[src/rtl/fp_cmp_scheduler.sv]
// Shares one FloPoCo subtractor, used as an a <= b comparator, among NREQ requesters.
// Round-robin by default; define CMP_SCHED_FIXED_PRIO_EN for fixed priority (requester 0 highest).
module fp_cmp_scheduler #(
  parameter int WIDTH   = 28,
  parameter int NREQ    = 3,
  parameter int SUB_LAT = 4
) (
  input  logic                      clk,
  input  logic                      rst,
  input  logic [NREQ-1:0]           req_valid,
  output logic [NREQ-1:0]           req_ready,
  input  logic [NREQ*(WIDTH+1)-1:0] req_a,
  input  logic [NREQ*(WIDTH+1)-1:0] req_b,
  output logic [NREQ-1:0]           rsp_valid,
  output logic                      rsp_le,
  output logic                      rsp_nan,
  output logic                      busy
);
  localparam int OPW   = WIDTH + 1;
  localparam int PTR_W = (NREQ > 1) ? $clog2(NREQ) : 1;

  // decoded {le, nan} from the {exception, sign} fields of the difference
  function automatic logic [1:0] decode_le_nan(input logic [2:0] diff);
    case (diff[2:1])
      2'b00:   return 2'b10;
      2'b11:   return 2'b01;
      default: return {diff[0], 1'b0};
    endcase
  endfunction

  logic [NREQ-1:0]  grant;
  logic [PTR_W-1:0] grant_idx;
  logic [PTR_W-1:0] start_idx;
  logic [PTR_W-1:0] scan_idx;
  logic             found;
  logic [WIDTH:0]   sel_a;
  logic [WIDTH:0]   sel_b;

  always_comb begin
    grant     = '0;
    grant_idx = '0;
    found     = 1'b0;
    scan_idx  = start_idx;
    for (int i = 0; i < NREQ; i++) begin
      if (!found && req_valid[scan_idx]) begin
        grant[scan_idx] = 1'b1;
        grant_idx       = scan_idx;
        found           = 1'b1;
      end
      scan_idx = (scan_idx == PTR_W'(NREQ - 1)) ? '0 : scan_idx + 1'b1;
    end
  end

`ifdef CMP_SCHED_FIXED_PRIO_EN
  assign start_idx = '0;
`else
  logic [PTR_W-1:0] rr_ptr;

  always_ff @(posedge clk or posedge rst) begin
    if (rst)
      rr_ptr <= '0;
    else if (found)
      rr_ptr <= (grant_idx == PTR_W'(NREQ - 1)) ? '0 : grant_idx + 1'b1;
  end

  assign start_idx = rr_ptr;
`endif

  assign req_ready = grant;
  assign sel_a     = req_a[grant_idx*OPW +: OPW];
  assign sel_b     = req_b[grant_idx*OPW +: OPW];

  // ---- p0: operand register feeding the subtractor X/Y inputs
  logic            vld_p0;
  logic [NREQ-1:0] tag_p0;
  logic [WIDTH:0]  op_a_p0;
  logic [WIDTH:0]  op_b_p0;

  always_ff @(posedge clk or posedge rst) begin
    if (rst) vld_p0 <= 1'b0;
    else     vld_p0 <= found;
  end

  always_ff @(posedge clk) begin
    tag_p0  <= grant;
    op_a_p0 <= sel_a;
    op_b_p0 <= sel_b;
  end

  // ---- p1: subtractor pipeline; only the exception and sign of X-Y are carried
  logic [1:0]       xe, ye;
  logic             xs, ys;
  logic [WIDTH-3:0] xm, ym;
  logic [2:0]       sub_res;
  logic [2:0]       sub_p1 [SUB_LAT];

  assign xe = op_a_p0[WIDTH -: 2];
  assign ye = op_b_p0[WIDTH -: 2];
  assign xs = op_a_p0[WIDTH-2];
  assign ys = op_b_p0[WIDTH-2];
  assign xm = op_a_p0[WIDTH-3:0];
  assign ym = op_b_p0[WIDTH-3:0];

  always_comb begin
    sub_res = 3'b000;
    if (xe == 2'b11 || ye == 2'b11)
      sub_res = 3'b110;
    else if (xe == 2'b10 && ye == 2'b10)
      sub_res = (xs == ys) ? 3'b110 : {2'b10, xs};
    else if (xe == 2'b10)
      sub_res = {2'b10, xs};
    else if (ye == 2'b10)
      sub_res = {2'b10, ~ys};
    else if (xe == 2'b00 && ye == 2'b00)
      sub_res = 3'b000;
    else if (xe == 2'b00)
      sub_res = {2'b01, ~ys};
    else if (ye == 2'b00 || xs != ys)
      sub_res = {2'b01, xs};
    else if (xm == ym)
      sub_res = 3'b000;
    else
      sub_res = {2'b01, (xm > ym) ? xs : ~xs};
  end

  always_ff @(posedge clk) begin
    sub_p1[0] <= sub_res;
    for (int s = 1; s < SUB_LAT; s++)
      sub_p1[s] <= sub_p1[s-1];
  end

  // tag/valid shift register runs alongside the subtractor, one extra stage for diff_p2
  logic [SUB_LAT:0] vld_p1;
  logic [NREQ-1:0]  tag_p1 [SUB_LAT+1];

  always_ff @(posedge clk or posedge rst) begin
    if (rst) vld_p1 <= '0;
    else     vld_p1 <= {vld_p1[SUB_LAT-1:0], vld_p0};
  end

  always_ff @(posedge clk) begin
    tag_p1[0] <= tag_p0;
    for (int s = 1; s <= SUB_LAT; s++)
      tag_p1[s] <= tag_p1[s-1];
  end

  // ---- p2: registered subtractor result, aligned with vld_p1[SUB_LAT]
  logic [2:0] diff_p2;
  logic [1:0] dec_p2;

  always_ff @(posedge clk) diff_p2 <= sub_p1[SUB_LAT-1];

  assign dec_p2 = decode_le_nan(diff_p2);

  // ---- p3: decision register driving the response ports
  always_ff @(posedge clk or posedge rst) begin
    if (rst) begin
      rsp_valid <= '0;
      rsp_le    <= 1'b0;
      rsp_nan   <= 1'b0;
    end else begin
      rsp_valid <= vld_p1[SUB_LAT] ? tag_p1[SUB_LAT] : '0;
      rsp_le    <= vld_p1[SUB_LAT] & dec_p2[1];
      rsp_nan   <= vld_p1[SUB_LAT] & dec_p2[0];
    end
  end

  assign busy = vld_p0 | (|vld_p1) | (|rsp_valid);

endmodule
[config.mk]
export PLATFORM = sky130hd
export DESIGN_NAME = fp_cmp_scheduler
export DESIGN_NICKNAME = d
export VERILOG_FILES = /design/src/rtl/fp_cmp_scheduler.sv
export SDC_FILE = /design/constraint.sdc
export NUM_CORES = 1
export LEC_CHECK = 0
export ABC_AREA = 0
export CAP_MARGIN = 20
export CORE_MARGIN = 3
export CORE_UTILIZATION = 30
export DETAILED_ROUTE_END_ITERATION = 10
export PLACE_DENSITY = 0.68
export SKIP_CTS_REPAIR_TIMING = 1
export SLEW_MARGIN = 20
export SYNTH_ARGS = -nofsm -noshare
export SYNTH_HDL_FRONTEND = slang
export SYNTH_SLANG_ARGS = --single-unit
[constraint.sdc]
create_clock -name clk -period 1.8 [get_ports clk]
set_clock_uncertainty 0.1 [all_clocks]
set_input_delay 0.45 -clock clk [delete_from_list [all_inputs] [get_ports clk]]
set_output_delay 0.45 -clock clk [all_outputs]
set_load 0.01 [all_outputs]
==> impl_results.md, run 1 <==
- Leak: between 3 and 4 nW
- Ratio of cells with drive above 1 in the final layout: between 20% and 30%
- Most numerous cell types in the synthesized netlist: 123 x nand2_1, 91 x dfxtp_1, 59 x a22oi_1
- Power density of the placed cells: 956 nW/µm²
- Post-Route Utilization: between 50% and 60%
- Number of instances in the synthesized netlist: 442
- Number of vias in the routed layout: 3957
- Clock-pin slew on the worst setup and hold paths: 80 ps
- Placeable Area: 13300 µm²
- Worst hold path depth: 0
- Row count: 42
- Count of warnings emitted by yosys: 0
- Area of the mapped netlist: between 4000 and 5000 µm²
- Total GRT Usage: between 15 and 20%
- Violated checks: setup timing
- Final Wtd Congestion: 0.780
- Maximum fanout along the worst path: 3
- Hpwl dp: 9180 µm
- Number of cells in the design after placement: 812
- Unrepaired setup endpoints after global routing: yes
- Top cells by area in the synthesized netlist: dfxtp_1 44%, nand2_1 11%, a22oi_1 11%
- Share of synthesized area occupied by flip-flops and latches: 52.2%
- Number of H-tree levels: 3
- Number of nets at the end of the flow: 875
- Hold Worst Slack: 223 ps
- DR DRC count: 0
- Post-synth EDFFs: 0
- Vias per Instance: 4.67
- Multi-input logic area: about 2300 µm²
- Worst reg-to-reg path cell count: 9
- Pre-Repair DR Iteration Count: 5
- Period minus WS final: roughly 2200 ps
- Pin count of the biggest net entering global routing: 45
- Post-placement setup slack: -780 ps
- Primary flip-flop cell chosen by synthesis mapping: dfxtp_1
- Final Worst Setup Slack: -411 ps
- Reg-to-reg setup timing slack: -410 ps
- Cts bufs inserted: 9
- Starting density of the core: a little under a third
- Path type of the worst min-delay path: flop to flop
- Arrival time reported for the critical path endpoint: 2330 ps
- Number of inserted diodes: 0
- Sequential cell area in the final layout: 2160 µm²
- Worst R2R Start: op_b_p0[25]
- Measured slew at the worst slew-check pin: 655 ps
- GRT overflow: 0
- Terminating pin of the worst hold path: tag_p1[0][9]
- Average wire per cell in the routed design: about 16 µm
- Worst path required time: ~1900 ps
- Source of the critical timing path: op_b_p0[25]
- Global-route wire length before repair: about 18000 µm
- Syn nets: 650
- Most used standard cell by instance count after synthesis: nand2_1
- Flop and latch count out of synthesis: ~100
- Input/output buffers: around 190
- Fill cell instance count of the final layout: 1186
- Die area: roughly 15000 µm²
- Chip height: 123 µm
- Number of max-slew violations in the final report: 0
- Sort of element at the start of the critical path: flop
- Count of placed standard cells in the final layout, fillers left out: 848
- Largest voltage drop on the vdd net: 505 µV
- Mean Syn Cell Area: 9.31 µm²
- Nature of the critical path endpoint: flop
- Hold Path Origin: tag_p1[0][6]
- Root Buffer: clkbuf_16
- Post-synth top area cell: dfxtp_1
- Max_slew headroom: between 50% and 60%
- Top-level I/O count: 188
- Final cycle utilization of the critical path: 123%
- Maximum capacitance violations: 0
- Total number of clock tree sinks: 104
- Vias in the first global route: 3898
- Max Root-Sink Buffers: 2
- Latest clock arrival within the worst-skew pair: approximately 340 ps
- Max Fclk: 452 MHz
- Number of hold-slack violations in the final timing report: 0
- CTS tree: built
- Die Wd: about 120 µm
- Startpoint-to-endpoint class of the critical path: flop to flop
- FF-to-FF End: sub_p1[0][0]
- Number of unique standard cell types used by synthesis: 37
- Antenna violations before repair: 0
- Wire length after detailed routing: 13400 µm
- Initial drt markers: 127
- Share of flip-flops with an asynchronous set or reset after synthesis: approximately 13%
- Post-detailed-route count of antenna-violating nets: 0
- Final number of setup-violating endpoints: 63
- Result of the run: complete, but fails checks
- Yosys top cell area share: 44.3%
- Synth-to-layout area growth: 84.3%
registers in the layout, indices dropped and copies added (netlist names):
name / cells
diff_p2: 3
op_a_p0: 29
op_b_p0: 29
rr_ptr: 2
rsp_le: 1
rsp_nan: 1
rsp_valid: 3
sub_p1: 12
tag_p0: 3
tag_p1: 15
vld_p0: 1
vld_p1: 5
cells by family (layout without fill, tap and decap cells):
logic type                 count (synthesis)  count (layout)  synth area share (%)
DFF                                      104             104                  52.2
buffers and inverters                     55             285                  5.29
adders and majority gates                 29              29                  8.82
and+or+nand+nor                          153             153                  15.7
xor gates and xnor gates                   1               1                 0.213
muxes                                      1               1                 0.243
AOI/OAI and AO/OA                         99              99                  17.5
how the worst max path moves through the flow:
stage                    to  slack, ps  cells past startpoint
6_report       sub_p1[0][0]       -410                      9
4_1_cts        req_ready[2]       -790                      4
3_3_place_gp   req_ready[2]       -740                      4
5_1_grt        sub_p1[0][0]       -480                      9
2_1_floorplan  req_ready[1]         20                      4
3_5_place_dp   req_ready[2]       -780                      4
layer usage:
metal	GRT usage, %	vias up	part of all wire, %
met2	28.3	145	53
li1	-	1963	-
met4	4.43	0	1.8
met5	0	-	0
met1	17.6	1827	40
met3	3.57	22	5.5
layout make-up:
type / instances / area share [%]
multi-input cells: 283 / 30.4
inverters: 36 / 1.78
repair buffers: 233 / 32.3
well taps: 176 / 2.90
flip-flops and latches: 104 / 28.5
clock inverters: 7 / 1.17
clock buffers: 9 / 2.97
power breakdown:
part / internal, mW / switching (mW)
logic: 1.31 / 1.04
registers: 2.75 / 0.178
clock network: 1.01 / 0.963
critical path, cell delays in order (launching register included):
cell and delay [ps]:
dfxtp_2 340, inv_1 60, ha_4 270, and4_1 200, nand4_1 200, buf_4 200, a311o_1 320, nand4_1 170
nand3b_1 90, nor3b_1 140
placed cells by master, fill, tap and decap left out, types with 11 or more instances in the layout:
cell type / n
a21oi_1: 11
a22oi_1: 48
a22oi_2: 11
buf_4: 23
clkbuf_16: 15
clkdlybuf4s50_1: 175
dfrtp_1: 12
dfxtp_1: 83
ha_1: 18
ha_4: 11
inv_1: 31
nand2_1: 47
nand2_2: 51
nand2_4: 25
per-stage QoR:
stage / total power [mW] / cell area [µm²] / TNS (ps)
finish: 7.24 / 7580 / -4470
global route: 7.72 / 7580 / -9380
CTS: 6.69 / 6660 / -20630
detailed placement: 4.70 / 6350 / -41490
global placement: 4.62 / 6350 / -39610
floorplan: 3.78 / 4120 / 0
No activity file was read; power rests on OpenSTA's default activity.
==> inputs of run 2 (changes only) <==
--- a/config.mk
+++ b/config.mk
@@ -16,3 +16,4 @@
 export SYNTH_ARGS = -nofsm -noshare
 export SYNTH_HDL_FRONTEND = slang
 export SYNTH_SLANG_ARGS = --single-unit
+export TNS_END_PERCENT = 30
==> run 2 against run 1 <==
  * The flow still finishes with violations (setup timing)
  * Die area is the same
  * Design area shrank 9.1%
  * Critical path type is now flop to output port
  * Critical path depth shrank 5
  * Total power shrank 6.2%
  * Clock-buffer cell count is the same
  * Worst hold slack gained 0.84 ps
  * Non-clock buffer count shrank 22
  * Largest power group unchanged
  * First-iteration DRC count grew 23%
  * Register-to-register slack gained 250 ps
  * Sequential share of layout area grew 2.9 points
  * Largest cell class is now sequential cells
==> impl_results.md, run 2 (synthesis gave the netlist of run 1 again) <==
- Result of the run: complete, but fails checks
- Violated checks: setup timing
- Fill cell instance count of the final layout: 1214 (+2.4%)
- Hold Worst Slack: 224 ps (+0.838 ps)
- Measured slew at the worst slew-check pin: 451 ps (-204 ps)
- GRT overflow: 0 (unchanged)
- Chip height: 123 µm (unchanged)
- Top-level I/O count: 188 (unchanged)
- Post-detailed-route count of antenna-violating nets: 0 (unchanged)
- Number of max-slew violations in the final report: 0 (unchanged)
- Final number of setup-violating endpoints: 62 (-1.6%)
- Die area: 15200 µm² (unchanged)
- Path type of the worst min-delay path: flop to flop
- Largest registers ranked by flip-flop count: op_a_p0: 29 flops, op_b_p0: 29 flops, tag_p1: 15 flops
- Startpoint-to-endpoint class of the critical path: flop to output port
- Total number of clock tree sinks: 104 (unchanged)
- Maximum capacitance violations: 0 (unchanged)
- DR DRC count: 0 (unchanged)
- Initial drt markers: 156 (+23%)
- Cts bufs inserted: 9 (unchanged)
- Number of hold-slack violations in the final timing report: 0 (unchanged)
- Source of the critical timing path: rr_ptr[0]
- Final Worst Setup Slack: -166 ps (+245 ps)
- Worst R2R Start: op_b_p0[24]
- CTS tree: built
- Placeable Area: 13300 µm² (unchanged)
- Latest clock arrival within the worst-skew pair: 340 ps (about the same)
- Max_slew headroom: 69.9% (+14 points)
- Number of H-tree levels: 3 (unchanged)
- Total GRT Usage: 15.6% (+0.23 points)
- Average wire per cell in the routed design: 13.9 µm (-12%)
- Post-Route Utilization: 51.6% (-5.1 points)
- Maximum fanout along the worst path: 3 (unchanged)
- Ratio of cells with drive above 1 in the final layout: 14.8% (-13 points)
- Period minus WS final: 1970 ps (-245 ps)
- Synth-to-layout area growth: 67.6%
- Commonest non-fill, non-tap cell in the layout: clkdlybuf4s50_1
- Antenna violations before repair: 0 (unchanged)
- Hold Path Origin: tag_p1[0][7]
- Max Fclk: 509 MHz (+12%)
- Max Root-Sink Buffers: 2 (unchanged)
- Global-route wire length before repair: 18400 µm (+1.9%)
- Die Wd: 123 µm (unchanged)
- Pin count of the biggest net entering global routing: 42 (-6.7%)
- Multi-input logic area: 1970 µm² (-14%)
- Arrival time reported for the critical path endpoint: 1420 ps (-910 ps)
- Starting density of the core: 30.8% (unchanged)
- Input/output buffers: 187 (unchanged)
- Leak: 3.08 nW (-10%)
- Row count: 42 (unchanged)
- Final Wtd Congestion: 0.801 (+2.7%)
- Pre-Repair DR Iteration Count: 5 (unchanged)
- Final cycle utilization of the critical path: 109% (-14 points)
- Vias per Instance: 4.51 (-3.4%)
- Setup TNS: -2210 ps (+2260 ps)
- Nature of the critical path endpoint: output port
- Worst path required time: 1250 ps (-670 ps)
- Wire length after detailed routing: 11500 µm (-14%)
- Sort of element at the start of the critical path: flop
- Sequential cell area in the final layout: 2160 µm² (+0.29%)
- Leading cell types in the layout, fill and taps excluded: 177 x clkdlybuf4s50_1, 123 x nand2_1, 78 x dfxtp_1
- Vias in the first global route: 3950 (+1.3%)
- Hpwl dp: 8950 µm (-2.4%)
- Root Buffer: clkbuf_16
- Largest voltage drop on the vdd net: 541 µV (+7.0%)
- Number of nets at the end of the flow: 853 (-2.5%)
- Number of inserted diodes: 0 (unchanged)
- Power density of the placed cells: 986 nW/µm² (+3.2%)
- Clock-pin slew on the worst setup and hold paths: 70 ps (about the same)
- Unrepaired setup endpoints after global routing: yes
- Number of vias in the routed layout: 3724 (-5.9%)
## run 2: critical path, stage by stage (launching register included)
cell      delay [ps]
dfrtp_2          390
inv_2             40
a21o_1           170
a221oi_4         300
buf_2            190
## run 2: routing by layer
metal	share of wire, %	track usage (%)
met5	0	0
met4	1.2	3.25
met3	7.4	5.26
met2	52	28.6
met1	39	17.5
## run 2: final cells by class
type / instances / area share [%]
repair buffers: 211 / 30.3
clock inverters: 7 / 1.25
inverters: 36 / 1.96
multi-input cells: 283 / 28.6
flip-flops and latches: 104 / 31.4
clock buffers: 9 / 3.27
well taps: 176 / 3.19
## run 2: power breakdown
part           internal, mW  switching [mW]
Sequential             2.75           0.185
Clock                  1.11           0.865
Combinational          1.05           0.835
## run 2: path summary, 6_finish.rpt
| kind | cells past startpoint | endpoint | slack, ps |
|---|---|---|---|
| min reg2reg | 0 | tag_p1[0][10] | 220 |
| max in group asynchronous | 2 | rr_ptr[0] | 930 |
| min in group asynchronous | 2 | rsp_valid[0] | 320 |
| max reg2reg | 8 | sub_p1[0][0] | -160 |
| max | 4 | req_ready[1] | -170 |
| min | 0 | tag_p1[0][10] | 220 |
## run 2: metrics by stage
step | area, µm² | worst slack [ps] | std cells | power (mW)
final | 6890 | -166 | 826 | 6.80
after global routing | 6890 | -245 | 826 | 7.28
after CTS | 6630 | -755 | 825 | 6.66
after detailed placement | 6320 | -837 | 809 | 4.67
after global placement | 6320 | -770 | 809 | 4.59
after floorplan | 4120 | -55.0 | 442 | 3.78
